$ cat src/rtl/ddr5_phy_ca_cmd_scheduler.sv
// DDR5 CA command scheduler: round-robin MRW/host arbitration, MRW encoding and post-command gaps.
// Optional feature macro CA_SCHED_MR_SHADOW_EN adds MR0/MR8/MR50 shadow outputs.
module ddr5_phy_ca_cmd_scheduler #(
    parameter int unsigned pNUM_RANK   = 1,
    parameter int unsigned pMRD_CYCLES = 8,
    parameter int unsigned pCMD_GAP    = 1
) (
    input  logic                 clk_i,
    input  logic                 rst_i,
    input  logic                 mrw_req_i,
    input  logic [pNUM_RANK-1:0] mrw_cs_n_i,
    input  logic [7:0]           mrw_ma_i,
    input  logic [7:0]           mrw_op_i,
    output logic                 mrw_ack_o,
    input  logic                 cmd_req_i,
    input  logic [pNUM_RANK-1:0] cmd_cs_n_i,
    input  logic [13:0]          cmd_ca1_i,
    input  logic [13:0]          cmd_ca2_i,
    input  logic                 cmd_two_cycle_i,
    output logic                 cmd_ack_o,
    output logic                 ca_enable_o,
    output logic [13:0]          dfi_address_o,
    output logic [pNUM_RANK-1:0] dfi_cs_o,
    output logic                 busy_o
`ifdef CA_SCHED_MR_SHADOW_EN
    ,
    output logic [7:0]           mr0_shadow_o,
    output logic [7:0]           mr8_shadow_o,
    output logic [7:0]           mr50_shadow_o
`endif
);

    typedef enum logic [2:0] {ST_INIT, ST_IDLE, ST_CYC1, ST_CYC2, ST_GAP} state_e;
    typedef enum logic {PORT_MRW, PORT_CMD} port_e;

    localparam logic [3:0]           MRD_LOAD = 4'(pMRD_CYCLES);
    localparam logic [3:0]           CMD_LOAD = 4'(pCMD_GAP);
    localparam logic [pNUM_RANK-1:0] CS_DESEL = '1;
    localparam logic [4:0]           MRW_OPC  = 5'b00101;

    state_e                 state_q, state_d;
    port_e                  rr_q, rr_d;
    logic                   ca_en_q, ca_en_d;
    logic [13:0]            addr_q, addr_d;
    logic [pNUM_RANK-1:0]   cs_q, cs_d;
    logic                   mrw_ack_q, mrw_ack_d;
    logic                   cmd_ack_q, cmd_ack_d;
    logic                   busy_q, busy_d;
    logic [3:0]             gap_q, gap_d;
    logic                   sel_mrw_q, sel_mrw_d;
    logic [7:0]             op_q, op_d;
    logic [13:0]            ca2_q, ca2_d;
    logic                   two_q, two_d;
    logic                   grant_mrw;
    logic [3:0]             gap_load;

    assign gap_load = sel_mrw_q ? MRD_LOAD : CMD_LOAD;

    // NOTE: every always_comb target gets a default first so no path can infer a latch.
    always_comb begin
        state_d   = state_q;
        rr_d      = rr_q;
        ca_en_d   = ca_en_q;
        addr_d    = '0;
        cs_d      = CS_DESEL;
        mrw_ack_d = 1'b0;
        cmd_ack_d = 1'b0;
        gap_d     = gap_q;
        sel_mrw_d = sel_mrw_q;
        op_d      = op_q;
        ca2_d     = ca2_q;
        two_d     = two_q;
        grant_mrw = 1'b0;

        unique case (state_q)
            // The reset-value cycle is followed by one default-load cycle with enable up.
            ST_INIT: begin
                ca_en_d = 1'b1;
                if (ca_en_q) state_d = ST_IDLE;
            end
            ST_IDLE: begin
                if (mrw_req_i || cmd_req_i) begin
                    grant_mrw = mrw_req_i && (!cmd_req_i || rr_q == PORT_MRW);
                    rr_d      = grant_mrw ? PORT_CMD : PORT_MRW;
                    sel_mrw_d = grant_mrw;
                    state_d   = ST_CYC1;
                    if (grant_mrw) begin
                        addr_d    = {1'b0, mrw_ma_i, MRW_OPC};
                        cs_d      = mrw_cs_n_i;
                        mrw_ack_d = 1'b1;
                        op_d      = mrw_op_i;
                    end else begin
                        addr_d    = cmd_ca1_i;
                        cs_d      = cmd_cs_n_i;
                        cmd_ack_d = 1'b1;
                        ca2_d     = cmd_ca2_i;
                        two_d     = cmd_two_cycle_i;
                    end
                end
            end
            ST_CYC1: begin
                if (sel_mrw_q || two_q) begin
                    state_d = ST_CYC2;
                    addr_d  = sel_mrw_q ? {6'b0, op_q} : ca2_q;
                end else begin
                    gap_d   = gap_load;
                    state_d = (gap_load == 4'd0) ? ST_IDLE : ST_GAP;
                end
            end
            ST_CYC2: begin
                gap_d   = gap_load;
                state_d = (gap_load == 4'd0) ? ST_IDLE : ST_GAP;
            end
            ST_GAP: begin
                gap_d = gap_q - 4'd1;
                if (gap_q <= 4'd1) state_d = ST_IDLE;
            end
            default: state_d = ST_INIT;
        endcase
    end

    assign busy_d = (state_d != ST_IDLE);

    // NOTE: sequential state uses non-blocking assignments so all flops sample the same pre-edge values.
    always_ff @(posedge clk_i or negedge rst_i) begin
        if (!rst_i) begin
            state_q   <= ST_INIT;
            rr_q      <= PORT_MRW;
            ca_en_q   <= 1'b0;
            addr_q    <= '0;
            cs_q      <= CS_DESEL;
            mrw_ack_q <= 1'b0;
            cmd_ack_q <= 1'b0;
            busy_q    <= 1'b1;
            gap_q     <= '0;
            sel_mrw_q <= 1'b0;
            op_q      <= '0;
            ca2_q     <= '0;
            two_q     <= 1'b0;
        end else begin
            state_q   <= state_d;
            rr_q      <= rr_d;
            ca_en_q   <= ca_en_d;
            addr_q    <= addr_d;
            cs_q      <= cs_d;
            mrw_ack_q <= mrw_ack_d;
            cmd_ack_q <= cmd_ack_d;
            busy_q    <= busy_d;
            gap_q     <= gap_d;
            sel_mrw_q <= sel_mrw_d;
            op_q      <= op_d;
            ca2_q     <= ca2_d;
            two_q     <= two_d;
        end
    end

    assign ca_enable_o   = ca_en_q;
    assign dfi_address_o = addr_q;
    assign dfi_cs_o      = cs_q;
    assign mrw_ack_o     = mrw_ack_q;
    assign cmd_ack_o     = cmd_ack_q;
    assign busy_o        = busy_q;

`ifdef CA_SCHED_MR_SHADOW_EN
    logic [7:0] ma_q;
    logic [7:0] mr0_q, mr0_d, mr8_q, mr8_d, mr50_q, mr50_d;

    // Shadows change on the edge that enters CYC2, together with the operand on the bus.
    always_comb begin
        mr0_d  = mr0_q;
        mr8_d  = mr8_q;
        mr50_d = mr50_q;
        if (state_q == ST_CYC1 && sel_mrw_q) begin
            case (ma_q)
                8'd0:    mr0_d  = op_q;
                8'd8:    mr8_d  = op_q;
                8'd50:   mr50_d = op_q;
                default: ;
            endcase
        end
    end

    always_ff @(posedge clk_i or negedge rst_i) begin
        if (!rst_i) begin
            ma_q   <= '0;
            mr0_q  <= 8'h00;
            mr8_q  <= 8'h08;
            mr50_q <= 8'h00;
        end else begin
            if (state_q == ST_IDLE && grant_mrw) ma_q <= mrw_ma_i;
            mr0_q  <= mr0_d;
            mr8_q  <= mr8_d;
            mr50_q <= mr50_d;
        end
    end

    assign mr0_shadow_o  = mr0_q;
    assign mr8_shadow_o  = mr8_q;
    assign mr50_shadow_o = mr50_q;
`endif

endmodule

$ cat config.mk
export PLATFORM = sky130hd
export DESIGN_NAME = ddr5_phy_ca_cmd_scheduler
export DESIGN_NICKNAME = d
export VERILOG_FILES = /design/src/rtl/ddr5_phy_ca_cmd_scheduler.sv
export SDC_FILE = /design/constraint.sdc
export NUM_CORES = 1
export LEC_CHECK = 0
export ABC_CLOCK_PERIOD_IN_PS = 2070
export CORE_AREA = 2 2 88 90
export DETAILED_ROUTE_END_ITERATION = 7
export DIE_AREA = 0 0 90 92
export PLACE_DENSITY = 0.65
export SLEW_MARGIN = 20
export SYNTH_ARGS = -nofsm -noshare
export SYNTH_HDL_FRONTEND = slang
export SYNTH_SLANG_ARGS = --single-unit
$ cat constraint.sdc
create_clock -name clk_i -period 2.07 [get_ports clk_i]
set_input_delay 0.414 -clock clk_i [delete_from_list [all_inputs] [get_ports clk_i]]
set_output_delay 0.414 -clock clk_i [all_outputs]
set_load 0.1 [all_outputs]
# Yosys cells after proc, flatten, opt, wreduce, memory -nomap -nowiden
# Index checks and enable logic that the tools add are counted.
dict set report totals {
  register_bits 51
  wordCells 58
}
dict set report op_classes {
  addsub 1
  magnitude_cmp 1
  eq_ne 6
  muxes 23
  n_bitwise 2
  reduce_logical 12
}
# cell count
set ops {}
lappend ops {{$mux 14} 4}
lappend ops {{$pmux 14 s2} 1}
lappend ops {{$mux 3} 5}
lappend ops {{$pmux 3 s5} 1}
lappend ops {{$pmux 4 s3} 1}
lappend ops {{$mux 1} 9}
lappend ops {{$mux 4} 2}
lappend ops {{$eq 3x2->1 const B} 2}
lappend ops {{$reduce_and 3->1} 2}
lappend ops {{$le 4x1->1 const B} 1}
lappend ops {{$logic_not 4->1} 1}
lappend ops {{$reduce_and 2->1} 2}
lappend ops {{$sub 4x1->4 const B} 1}
lappend ops {{$eq 3x1->1 const B} 1}
lappend ops {{$eq 3x3->1 const B} 1}
lappend ops {{$logic_not 3->1} 1}
lappend ops {{$logic_or 1x1->1} 3}
lappend ops {{$ne 3x1->1 const B} 1}
lappend ops {{$reduce_bool 3->1} 1}
lappend ops {{$ne 2x2->1 const B} 1}
lappend ops {{$not 1->1} 2}
lappend ops {{$logic_and 1x1->1} 1}
lappend ops {{$logic_not 1->1} 1}

# Logic depth before layout (Yosys ltp)
dict set report logic_depth {
  word_depth 6
  ltp_mapped 6
  mapped_depth_nobuf 6
}

# Worst setup path before layout
# Ideal clock, no wire load.
dict set report synth_timing {
  kind {register -> register}
  startpoint {register ca_en_q (netlist: ca_enable_o)}
  endpoint {register busy_q (netlist: busy_o)}
  arrival_time_ns 1.829
  required_time_ns 1.982
  setup_slack_ns 0.153
  path_stages_with_launch 5
  cell_sequence {dfrtp_1 -> nor2_1 -> a2111oi_2 -> a211o_2 -> or3b_1}
}
dict set report synth_via {
  elab_chain_cells 3
}
# item line_no
set synth_rtl {}
lappend synth_rtl {{start, declared} 43} ;# logic ca_en_q, ca_en_d;
lappend synth_rtl {{start signal, assigned} 143} ;# ca_en_q <= ca_en_d;
lappend synth_rtl {{$mux 3} 79} ;# if (ca_en_q) state_d = ST_IDLE;
lappend synth_rtl {{$pmux 3 s5} 75} ;# unique case (state_q)
lappend synth_rtl {{via state_d[0]} 41} ;# state_e state_q, state_d;
lappend synth_rtl {{$ne 3x1->1} 122} ;# assign busy_d = (state_d != ST_IDLE);
lappend synth_rtl {{via busy_d} 48} ;# logic busy_q, busy_d;
lappend synth_rtl {{end signal, assigned} 148} ;# busy_q <= busy_d;
lappend synth_rtl {{end, declared} 48}
# The timed path passes the listed nets, and every way through them passes these cells.
# A chain may end at the register's enable or synchronous reset.

# Final worst setup path
dict set report layout_timing {
  startpoint {input cmd_req_i}
  endpoint {register ca2_q[9]}
}
dict set report layout_via {
  elab_chain_cells 5
}
# item line_no
set layout_rtl {}
lappend layout_rtl {{start, declared} 15} ;# input logic cmd_req_i,
lappend layout_rtl {{$logic_not 1->1} 83} ;# grant_mrw = mrw_req_i && (!cmd_req_i || rr_q == PORT_MRW);
lappend layout_rtl {{$logic_or 1x1->1} 83}
lappend layout_rtl {{$logic_and 1x1->1} 83}
lappend layout_rtl {{$not 1->1 (no source line)} n/a}
lappend layout_rtl {{$reduce_and 3->1 (no source line) *} n/a}
lappend layout_rtl {{end signal, assigned} 138} ;# ca2_q <= '0;
lappend layout_rtl {{end signal, assigned} 152} ;# ca2_q <= ca2_d;
lappend layout_rtl {{end, declared} 52} ;# logic [13:0] ca2_q, ca2_d;
# Every way passes the cells marked *; elsewhere a longest branch is shown, timed or not.

==> out/results.tsv <==
stage	metric	value	unit
clock_network	clock_latency	300	ps
placed_design	dp.cells	327	
sta	max_slew_margin	73.90	%
layout	nFillCells	753	
critical_path	end_kind	flip-flop	
layout	stdcell_count	335	
placed_design	dpl.hpwl	3.472	mm
detailed_routing	wl_per_cell	14.20	um
sta	post-route-period-util	82.39	%
placed_design	post-place-ws	53.82	ps
detailed_routing	firstDrtPassIters	4	
critical_path	r2r_end	dfi_address_o[9]	
sta	fin_setup_tns	0	ps
detailed_routing	vias	1500	
power_and_ir_drop	switching_share	43.82	%
layout	fin_nets	285	
detailed_routing	wirelength	4.757	mm
yosys	yosys-top-cells-area	dfrtp_1 (56%), mux2_2 (12%), mux2i_1 (7.4%)	
critical_path	rrSetupSlack	380	ps
power_and_ir_drop	p_int	2.623	mW
power_and_ir_drop	p_seq_share	35.7	%
power_and_ir_drop	p_leak	1.345	nW
layout	final_util	41.33	%
placed_design	place_congestion	0.7989	
job	drv_cap	0	
yosys	syn_inst	158	
sta	hold_ws	84.60	ps
die	num_rows	32	
grt	grt_usage	12.03	%
power_and_ir_drop	pwr-share-comb	49.7	%
die	design.core.area	7447	sq um
clock_network	cts_hold_buf	0	
power_and_ir_drop	p_sw	2.046	mW
yosys	avgSynthCellArea	13.68	sq um
die	io_pins	70	
yosys	syn_area	2161	sq um
layout	area_growth	42.44	%
clock_network	clock_sinks	50	
yosys	ys_seq_area_share	58.02	%
die	initial_core_util	29.02	%
critical_path	worst-setup-path-type	input pin to flip-flop	
detailed_routing	routed_via_density	4.478	
outcome	outcome	complete, no violations	
layout	layout-drive-gt1-share	29.18	%
yosys	yosysUniqueCellTypes	34	
sta	timing.fmax	0.5864	GHz
layout	design_area	3078	sq um
sta	period_needed	1705	ps
placed_design	placedInstanceArea	2967	sq um
sta	fin_ws	364.5	ps
sta	finClkSkew	13.25	ps
placed_design	portBuffers	69	
hold_path	hold_class	input pin to asynchronous set/reset pin	
critical_path	worstPathMaxFanout	20	
yosys	ys_ff_latch	50	
detailed_routing	drt-initial-drc-count	94	
detailed_routing	ant_nets	0	
die	dieArea	8280	sq um
sta	finalSetupViolCount	0	
clock_network	cts_tree	built	
sta	tightestPinTransition	390.7	ps
yosys	yosysTopAreaCellShare	55.59	%
yosys	yosysWarnings	0	
critical_path	r2r-start	state_q[0]	
power_and_ir_drop	powerDensity	1517	nW/um^2
detailed_routing	drcViolationCount	0	
critical_path	start_kind	input pin	
grt	grt_start_max_net_pins	51	
die	chipWidth	90	um
grt	overflow	0	
critical_path	required	2250	ps
clock_network	cts.clk_slew.worst_paths	100	ps
critical_path	r2r_cells	4	
clock_network	numCtsBuffers	5	
sta	rsz0062_at_grt	no	
clock_network	post_cts_buffers	0	
clock_network	cts_resized	0	
grt	grt_pass1_vias	1580	
sta	finalHoldViolCount	0	
yosys	synth_fp_nets	211	
power_and_ir_drop	ir_worst_vdd	0.4277	mV
power_and_ir_drop	clkPwrFrac	14.5	%
sta	slew_viol_final	0	
yosys	yosysTopAreaCell	dfrtp_1	
clock_network	cts_max_level	2	
grt	grt_pass1_wl	7.879	mm
grt	grt_antenna_before_repair	0	
clock_network	root_buffer	clkbuf_8	
power_and_ir_drop	power	4.670	mW
die	die_h	92	um
clock_network	clock_path_buffers	2	
critical_path	arrival	1880	ps
layout	antennaDiodeCount	0	
## cell families (layout without fill, tap and decap cells)
| family | Yosys count | after routing | share of synthesized area (%) |
|---|---|---|---|
| multiplexers | 39 | 39 | 19.40 |
| AND/OR/NAND/NOR | 31 | 31 | 8.396 |
| flip-flops | 50 | 50 | 58.02 |
| AO/OA/AOI/OAI | 25 | 25 | 9.843 |
| adder cells (fa/ha/maj) | 2 | 2 | 1.158 |
| buffers and inverters | 11 | 86 | 3.184 |
## metal layers
metal	track usage, %	vias up	share of wire, %
li1	-	721	-
met1	16.09	738	45
met2	18.67	35	49
met3	3.533	6	4.5
met4	4.231	0	1.8
met5	0	-	0
## synthesized netlist by cell type
cell / n
buf_4: 3
inv_1: 3
o21ai_0: 3
nor2_4: 1
a211o_2: 1
dfrtp_1: 48
a211o_1: 2
a22o_1: 1
nor2b_1: 2
nor3b_1: 1
nor2_1: 9
a211oi_1: 2
nand3_1: 2
a21boi_2: 1
a2111oi_2: 1
and3_1: 2
clkbuf_1: 2
or3b_1: 2
buf_6: 2
o21bai_4: 1
nor3_1: 2
mux2_2: 23
mux2i_1: 16
nand3b_1: 1
nor4_2: 1
buf_2: 1
nand2_1: 5
dfstp_2: 2
or3b_4: 1
nand3_2: 1
o2bb2ai_1: 8
o22ai_1: 5
or2_2: 1
ha_1: 2
## worst max-delay path: stages
cell and delay (ps):
clkdlybuf4s50_1 490, nor2_1 70, nand3b_1 190, nor2_2 180, buf_12 190, mux2_2 340
## layout by cell type (no fill, tap or decap), drive strengths merged, types with 5 or more instances in the layout
master,instances
dfrtp,48
clkdlybuf4s50,49
nand2,5
clkbuf,6
buf,26
mux2,23
o2bb2ai,8
nor2,10
mux2i,16
o22ai,5
## how the worst max path moves through the flow
stage,startpoint,end,slack (ps),depth (start not counted)
finish,cmd_req_i,ca2_q[9],360,6
global route,state_q[0],dfi_address_o[9],290,4
CTS,state_q[0],dfi_address_o[9],350,4
detailed placement,cmd_req_i,ca2_q[9],50,6
global placement,cmd_req_i,ca2_q[11],70,6
floorplan,ca_enable_o,busy_o,150,4
## area by class of cell
cell class	count	area [sq um]	share of cell area, %
inverter	3	11.26	0.3659
sequential	50	1254	40.73
clock inverter	2	38.79	1.260
clock buffer	6	72.57	2.358
multi-input combinational	97	840.8	27.32
tap	102	127.6	4.146
timing repair buffer	75	733.2	23.82
## sequential cells by signal, indices dropped and copies added, names as in the netlist
signal and flops:
ca2_q 14, dfi_address_o 14, op_q 8, gap_q 4, state_q 3, busy_o 1, ca_enable_o 1, cmd_ack_o 1
dfi_cs_o 1, mrw_ack_o 1, rr_q 1, two_q 1
## power by group through the flow
| stage | Combinational (mW) | Clock [mW] | Sequential (mW) |
|---|---|---|---|
| 4_1_cts | 2.35 | 0.704 | 1.67 |
| 2_1_floorplan | 0.950 | 0 | 2.48 |
| 3_3_place_gp | 2.32 | 0 | 1.68 |
| 6_report | 2.32 | 0.678 | 1.67 |
| 3_5_place_dp | 2.35 | 0 | 1.69 |
| 5_1_grt | 2.47 | 0.741 | 1.72 |
Note: power is estimated with default switching activity, not from simulation.
